<file path="config.mk">
export PLATFORM = sky130hd
export DESIGN_NAME = paper_control_unit_flat
export DESIGN_NICKNAME = d
export VERILOG_FILES = /design/src/rtl/paper_isa_pkg.sv /design/src/rtl/paper_control_unit_if.sv /design/src/rtl/paper_control_unit.sv /design/src/flat_wrapper.sv
export SDC_FILE = /design/constraint.sdc
export NUM_CORES = 1
export LEC_CHECK = 0
export CAP_MARGIN = 20
export CORE_MARGIN = 1
export CORE_UTILIZATION = 48
export DETAILED_ROUTE_END_ITERATION = 10
export PLACE_DENSITY_LB_ADDON = 0.2
export SYNTH_ARGS = -nofsm -noshare
export SYNTH_HDL_FRONTEND = slang
export SYNTH_SLANG_ARGS = --single-unit
</file>
<file path="constraint.sdc">
create_clock -name clk -period 1.6 [get_ports clk]
set_input_delay 0.32 -clock clk [delete_from_list [all_inputs] [get_ports clk]]
set_output_delay 0.32 -clock clk [all_outputs]
set_load 0.005 [all_outputs]
</file>
<file path="src/rtl/paper_isa_pkg.sv">
// rtl/paper_isa_pkg.sv - shared ISA encodings, state enum and word width for the paper processor
package paper_isa_pkg;

  localparam int WORD_W = 2;

  typedef logic [WORD_W-1:0] word_t;

  localparam word_t OP_INC = 2'b00;
  localparam word_t OP_JNO = 2'b01;
  localparam word_t OP_HLT = 2'b10;
  localparam word_t OP_ILL = 2'b11;

  typedef enum logic [2:0] {
    IDLE,
    FETCH,
    EXEC,
    OPERAND,
    HALT
  } state_t;

endpackage

</file>
<file path="src/rtl/paper_control_unit_if.sv">
// rtl/paper_control_unit_if.sv - instruction ROM bus between control unit and ROM
interface paper_control_unit_if;
  import paper_isa_pkg::*;

  word_t addr;
  word_t data;

  // Control unit drives the address, ROM returns the word in the same cycle
  modport master (output addr, input data);
  modport slave  (input addr, output data);

endinterface

</file>
<file path="src/rtl/paper_control_unit.sv">
// rtl/paper_control_unit.sv - fetch/decode/execute sequencer for the INC/JNO/HLT ISA
module paper_control_unit
  import paper_isa_pkg::*;
#(
  parameter int ACC_WIDTH = 2,
  parameter int CNT_WIDTH = 8
) (
  input  logic                 clk,
  input  logic                 reset,
  input  logic                 start,
  paper_control_unit_if.master rom,
  output logic [ACC_WIDTH-1:0] acc,
  output logic                 ovf,
  output logic                 halted,
  output logic                 illegal,
  output logic [CNT_WIDTH-1:0] icount
);

  state_t               state_q, state_d;
  word_t                pc_q, pc_d;
  word_t                ir_q, ir_d;
  logic [ACC_WIDTH-1:0] acc_q, acc_d;
  logic                 ovf_q, ovf_d;
  logic                 illegal_q, illegal_d;
  logic [CNT_WIDTH-1:0] icount_q, icount_d;

  logic [ACC_WIDTH:0]   acc_sum;
  word_t                pc_inc;
  logic [CNT_WIDTH-1:0] icount_inc;

  // Shared incrementers: carry-out of the accumulator feeds ovf, PC wraps 3 -> 0,
  // retired counter sticks at all-ones
  assign acc_sum    = {1'b0, acc_q} + (ACC_WIDTH+1)'(1);
  assign pc_inc     = pc_q + WORD_W'(1);
  assign icount_inc = (icount_q == '1) ? icount_q : icount_q + CNT_WIDTH'(1);

  // Next-state and datapath updates, one case arm per sequencer state
  always_comb begin
    state_d   = state_q;
    pc_d      = pc_q;
    ir_d      = ir_q;
    acc_d     = acc_q;
    ovf_d     = ovf_q;
    illegal_d = illegal_q;
    icount_d  = icount_q;

    unique case (state_q)
      IDLE: begin
        pc_d = '0;
        if (start) state_d = FETCH;
      end
      FETCH: begin
        ir_d    = rom.data;
        pc_d    = pc_inc;
        state_d = EXEC;
      end
      EXEC: begin
        unique case (ir_q)
          OP_INC: begin
            acc_d    = acc_sum[ACC_WIDTH-1:0];
            ovf_d    = acc_sum[ACC_WIDTH];
            icount_d = icount_inc;
            state_d  = FETCH;
          end
          OP_JNO: begin
            state_d = OPERAND;
          end
          OP_HLT: begin
            icount_d = icount_inc;
            state_d  = HALT;
          end
          default: begin
            // Undefined opcode: flag it and stop without retiring anything
            illegal_d = 1'b1;
            state_d   = HALT;
          end
        endcase
      end
      OPERAND: begin
        // The word under the PC is the branch target; skip over it if ovf is set
        pc_d     = ovf_q ? pc_inc : rom.data;
        icount_d = icount_inc;
        state_d  = FETCH;
      end
      HALT: begin
        state_d = HALT;
      end
      default: begin
        state_d = IDLE;
      end
    endcase
  end

  // State register with synchronous reset that discards any partial instruction
  always_ff @(posedge clk) begin
    if (reset) begin
      state_q   <= IDLE;
      pc_q      <= '0;
      ir_q      <= '0;
      acc_q     <= '0;
      ovf_q     <= 1'b0;
      illegal_q <= 1'b0;
      icount_q  <= '0;
    end else begin
      state_q   <= state_d;
      pc_q      <= pc_d;
      ir_q      <= ir_d;
      acc_q     <= acc_d;
      ovf_q     <= ovf_d;
      illegal_q <= illegal_d;
      icount_q  <= icount_d;
    end
  end

  assign rom.addr = pc_q;
  assign acc      = acc_q;
  assign ovf      = ovf_q;
  assign halted   = (state_q == HALT);
  assign illegal  = illegal_q;
  assign icount   = icount_q;

endmodule

</file>
<file path="src/flat_wrapper.sv">
// flat-port wrapper written by rule: the top's interface ports become plain ports
module paper_control_unit_flat import paper_isa_pkg::*;
#(
  parameter int ACC_WIDTH = 2,
  parameter int CNT_WIDTH = 8
)
  (clk, reset, start, acc, ovf, halted, illegal, icount, rom_addr, rom_data);
  paper_control_unit_if rom_i ();
  input  logic clk;
  input  logic reset;
  input  logic start;
  output logic [ACC_WIDTH-1:0] acc;
  output logic ovf;
  output logic halted;
  output logic illegal;
  output logic [CNT_WIDTH-1:0] icount;
  output wire logic [$bits(rom_i.addr)-1:0] rom_addr;
  input wire logic [$bits(rom_i.data)-1:0] rom_data;
  assign rom_addr = rom_i.addr;
  assign rom_i.data = rom_data;
  paper_control_unit #(.ACC_WIDTH(ACC_WIDTH), .CNT_WIDTH(CNT_WIDTH)) u_core (.clk(clk), .reset(reset), .start(start), .rom(rom_i), .acc(acc), .ovf(ovf), .halted(halted), .illegal(illegal), .icount(icount));
endmodule
</file>
==> impl_metrics.yaml <==
placement:
  gp_congestion: 0.848
  dp_slack_ns: 0.0956
  place_inst: 150
  dpl_cell_area_sq_um: 1150
  port_buffers: 19
  place_hpwl_mm: 1.30
logic_synthesis:
  ys_types: 34
  syn_area_sq_um: 923
  syn_inst: 106
  synth.largest_area_cell: "dfxtp_1"
  ys_warn_count: 0
  ys_ff_latch: 19
  syn-num-nets: 113
  seq_area_frac_synth: 0.412
  synth_top_cells_by_area: "dfxtp_1, nor2_1, a21oi_1, mux2i_1, o21ai_0"
  syn_avg_cell_area_sq_um: 8.71
  yosysTopAreaCellShare: 0.412
sta:
  finalHoldViolCount: 0
  setup_violations: 0
  fin_crit_ns: 1.53
  worst_pin_slew_ns: 0.341
  maxSlewViolCount: 0
  setup_ws_ns: 0.0722
  slew_headroom: 0.772
  rsz0062_at_grt: "yes"
  post-route-period-util: 0.955
  fin_setup_tns_ns: 0
  skew_ns: 0.00163
  fmaxAchievable_mhz: 655
min_path:
  whs_path_depth: 2
  hp-class: "reg -> reg"
  hold-path-endpoint: "u_core.illegal$_SDFFE_PP0P_"
  min-delay-start: "u_core.illegal$_SDFFE_PP0P_"
clocking:
  clock-sinks: 19
  clk_path_buf_depth: 2
  clk_latency_ns: 0.30
  root_buffer: "clkbuf_4"
  htreeDepth: 1
  ctsHoldBuffers: 0
  clk_pin_slew_ns: 0.11
  numCtsBuffers: 3
  cts_tree: "built"
setup_path:
  reg2reg_slack_ns: 0.09
  rr_endpoint: "u_core.icount[7]$_SDFFE_PP0P_"
  crit_path_start: "u_core.ovf$_SDFFE_PP0P_"
  crit_arrival_ns: 1.21
  endpoint_kind: "output port"
  crit_chain: "clkdlybuf4s50_1"
  critical_path_class: "reg -> out"
  rr_worst_depth: 5
  crit_buf_inv: 1
  crit_required_ns: 1.28
  crit_fanout: 4
  critPathTopFamily: "buffers and inverters"
  reg2reg_from: "u_core.icount[0]$_SDFFE_PP0P_"
  critical_path.max_stage_delay_ns: 0.52
  cpMaxStageDelayCell: "clkdlybuf4s50_1"
  critPathLaunchType: "flip-flop"
detailed_routing:
  drtAntennaViolNets: 0
  wl_per_cell_um: 11.8
  first_pass_iters: 5
  drt_iter0_drc: 11
  wl_mm: 1.82
  post-route-drc-count: 0
  vias: 841
  via_per_inst: 5.46
final_layout:
  fin_nets: 137
  final_area_sq_um: 1200
  diodes: 0
  final_cells: 154
  drive_gt1_frac: 0.194
  syn_to_final_growth_pct: 29.7
  fillers: 156
global_route:
  antenna_found_initial: 0
  grt_pass1_wl_mm: 2.88
  grt_max_degree: 20
  grt_use_total: 0.192
  grt_pass1_vias: 654
  overflow: 0
floorplanning:
  rows: 15
  die_w_um: 45.9
  die_h_um: 45.9
  coreArea_sq_um: 1760
  initial_utilization: 0.523
  pin_count: 20
  die_area_sq_um: 2100
job:
  cap_violations: 0
power:
  p_leak_nw: 0.418
  vdd_drop_max_mv: 0.690
  power_density_nw_per_um2: 729
  fin_total_pwr_uw: 873
run_status:
  outcome: "finished, final reports clean"
## power by group
part / internal, mW / leakage [nW] / total, mW / switching (mW)
clock: 0.0973 / 0.0150 / 0.249 / 0.152
combinational: 0.0624 / 0.245 / 0.121 / 0.0581
sequential: 0.489 / 0.158 / 0.503 / 0.0145
total: 0.648 / 0.418 / 0.873 / 0.225
## how the worst max path moves through the flow
stage	end	slack (ns)	cells past startpoint
after floorplan	u_core.icount[3]$_SDFFE_PP0P_	0.19	6
after global placement	u_core.icount[5]$_SDFFE_PP0P_	0.14	5
after detailed placement	u_core.icount[1]$_SDFFE_PP0P_	0.1	6
after CTS	icount[3]	0.008	1
after global routing	u_core.icount[5]$_SDFFE_PP0P_	-0.008	5
final	ovf	0.07	1
## routing by layer
layer  routed length, um  GRT usage  vias up
met3                  76     0.0595        4
met2                 833      0.276       18
met1                 884      0.264      389
met4                  20     0.0765        0
met5                   0          0        -
li1                    -          -      430
## timing repair
action	4_1_cts	5_1_grt
buffers inserted	0	0
setup endpoints to repair	1	15
resized for setup	1	13
pin swaps	0	2
## stage by stage
step | util | hold slack (ns)
6_report | 0.679 | 0.479
5_1_grt | 0.679 | 0.529
4_1_cts | 0.665 | 0.484
3_5_place_dp | 0.650 | 0.459
3_3_place_gp | 0.650 | 0.459
2_1_floorplan | - | 0.456
## layout make-up
| class | instances | area, sq um | share of cell area |
|---|---|---|---|
| well taps | 25 | 31.3 | 0.0261 |
| clock buffers | 4 | 26.3 | 0.0219 |
| multi-input cells | 74 | 484 | 0.404 |
| repair buffers | 25 | 238 | 0.199 |
| flip-flops and latches | 19 | 392 | 0.327 |
| inverters | 7 | 26.3 | 0.0219 |
## state kept, by name, indices dropped and copies added (netlist names)
| name | count |
|---|---|
| u_core.ovf | 1 |
| u_core.illegal | 1 |
| u_core.icount | 8 |
| u_core.ir_q | 2 |
| u_core.state_q | 3 |
| u_core.rom.addr | 2 |
| u_core.acc | 2 |
## placed cells by master (no fill, tap or decap), types with 2 or more instances in the layout
master           count
a211oi_1             3
a21oi_1              8
a31oi_1              2
buf_4                5
clkbuf_4             3
clkdlybuf4s50_1     18
dfxtp_1             10
dfxtp_2              9
inv_1                7
mux2i_1              4
nand2_1              4
nand3_1              3
nand4_1              3
nor2_1              13
nor3_1               4
o21ai_0              6
o31ai_1              2
or3_1                3
## synth_stat cells
master	n
a21oi_1	9
nand4_1	3
buf_4	1
a211oi_1	3
o21ai_0	6
nor2b_2	1
o21ai_1	1
nor2_1	13
nor3_1	4
o22ai_1	1
buf_6	2
inv_1	7
xor2_1	1
nor2b_4	1
o211ai_2	1
clkbuf_1	2
or3_1	3
xnor2_1	1
and4_1	1
nand2_1	4
or2b_1	1
ha_1	2
a31oi_1	2
mux2i_1	4
nand2b_1	1
o31ai_1	2
a22oi_1	1
or4_1	2
dfxtp_1	19
buf_2	1
nor4b_4	1
nand3_1	3
nor2b_1	1
a221oi_1	1
## logic make-up (layout without fill, tap and decap cells)
group           count (synthesis)  after routing  share of synthesized area
compound gates                 27             27                      0.179
xor+xnor                        2              2                     0.0190
mux                             4              4                     0.0434
simple gates                   39             39                      0.245
fa+ha+maj                       2              2                     0.0271
flops                          19             19                      0.412
buf+inv                        13             36                     0.0745
(Power assumes the default switching activity.)
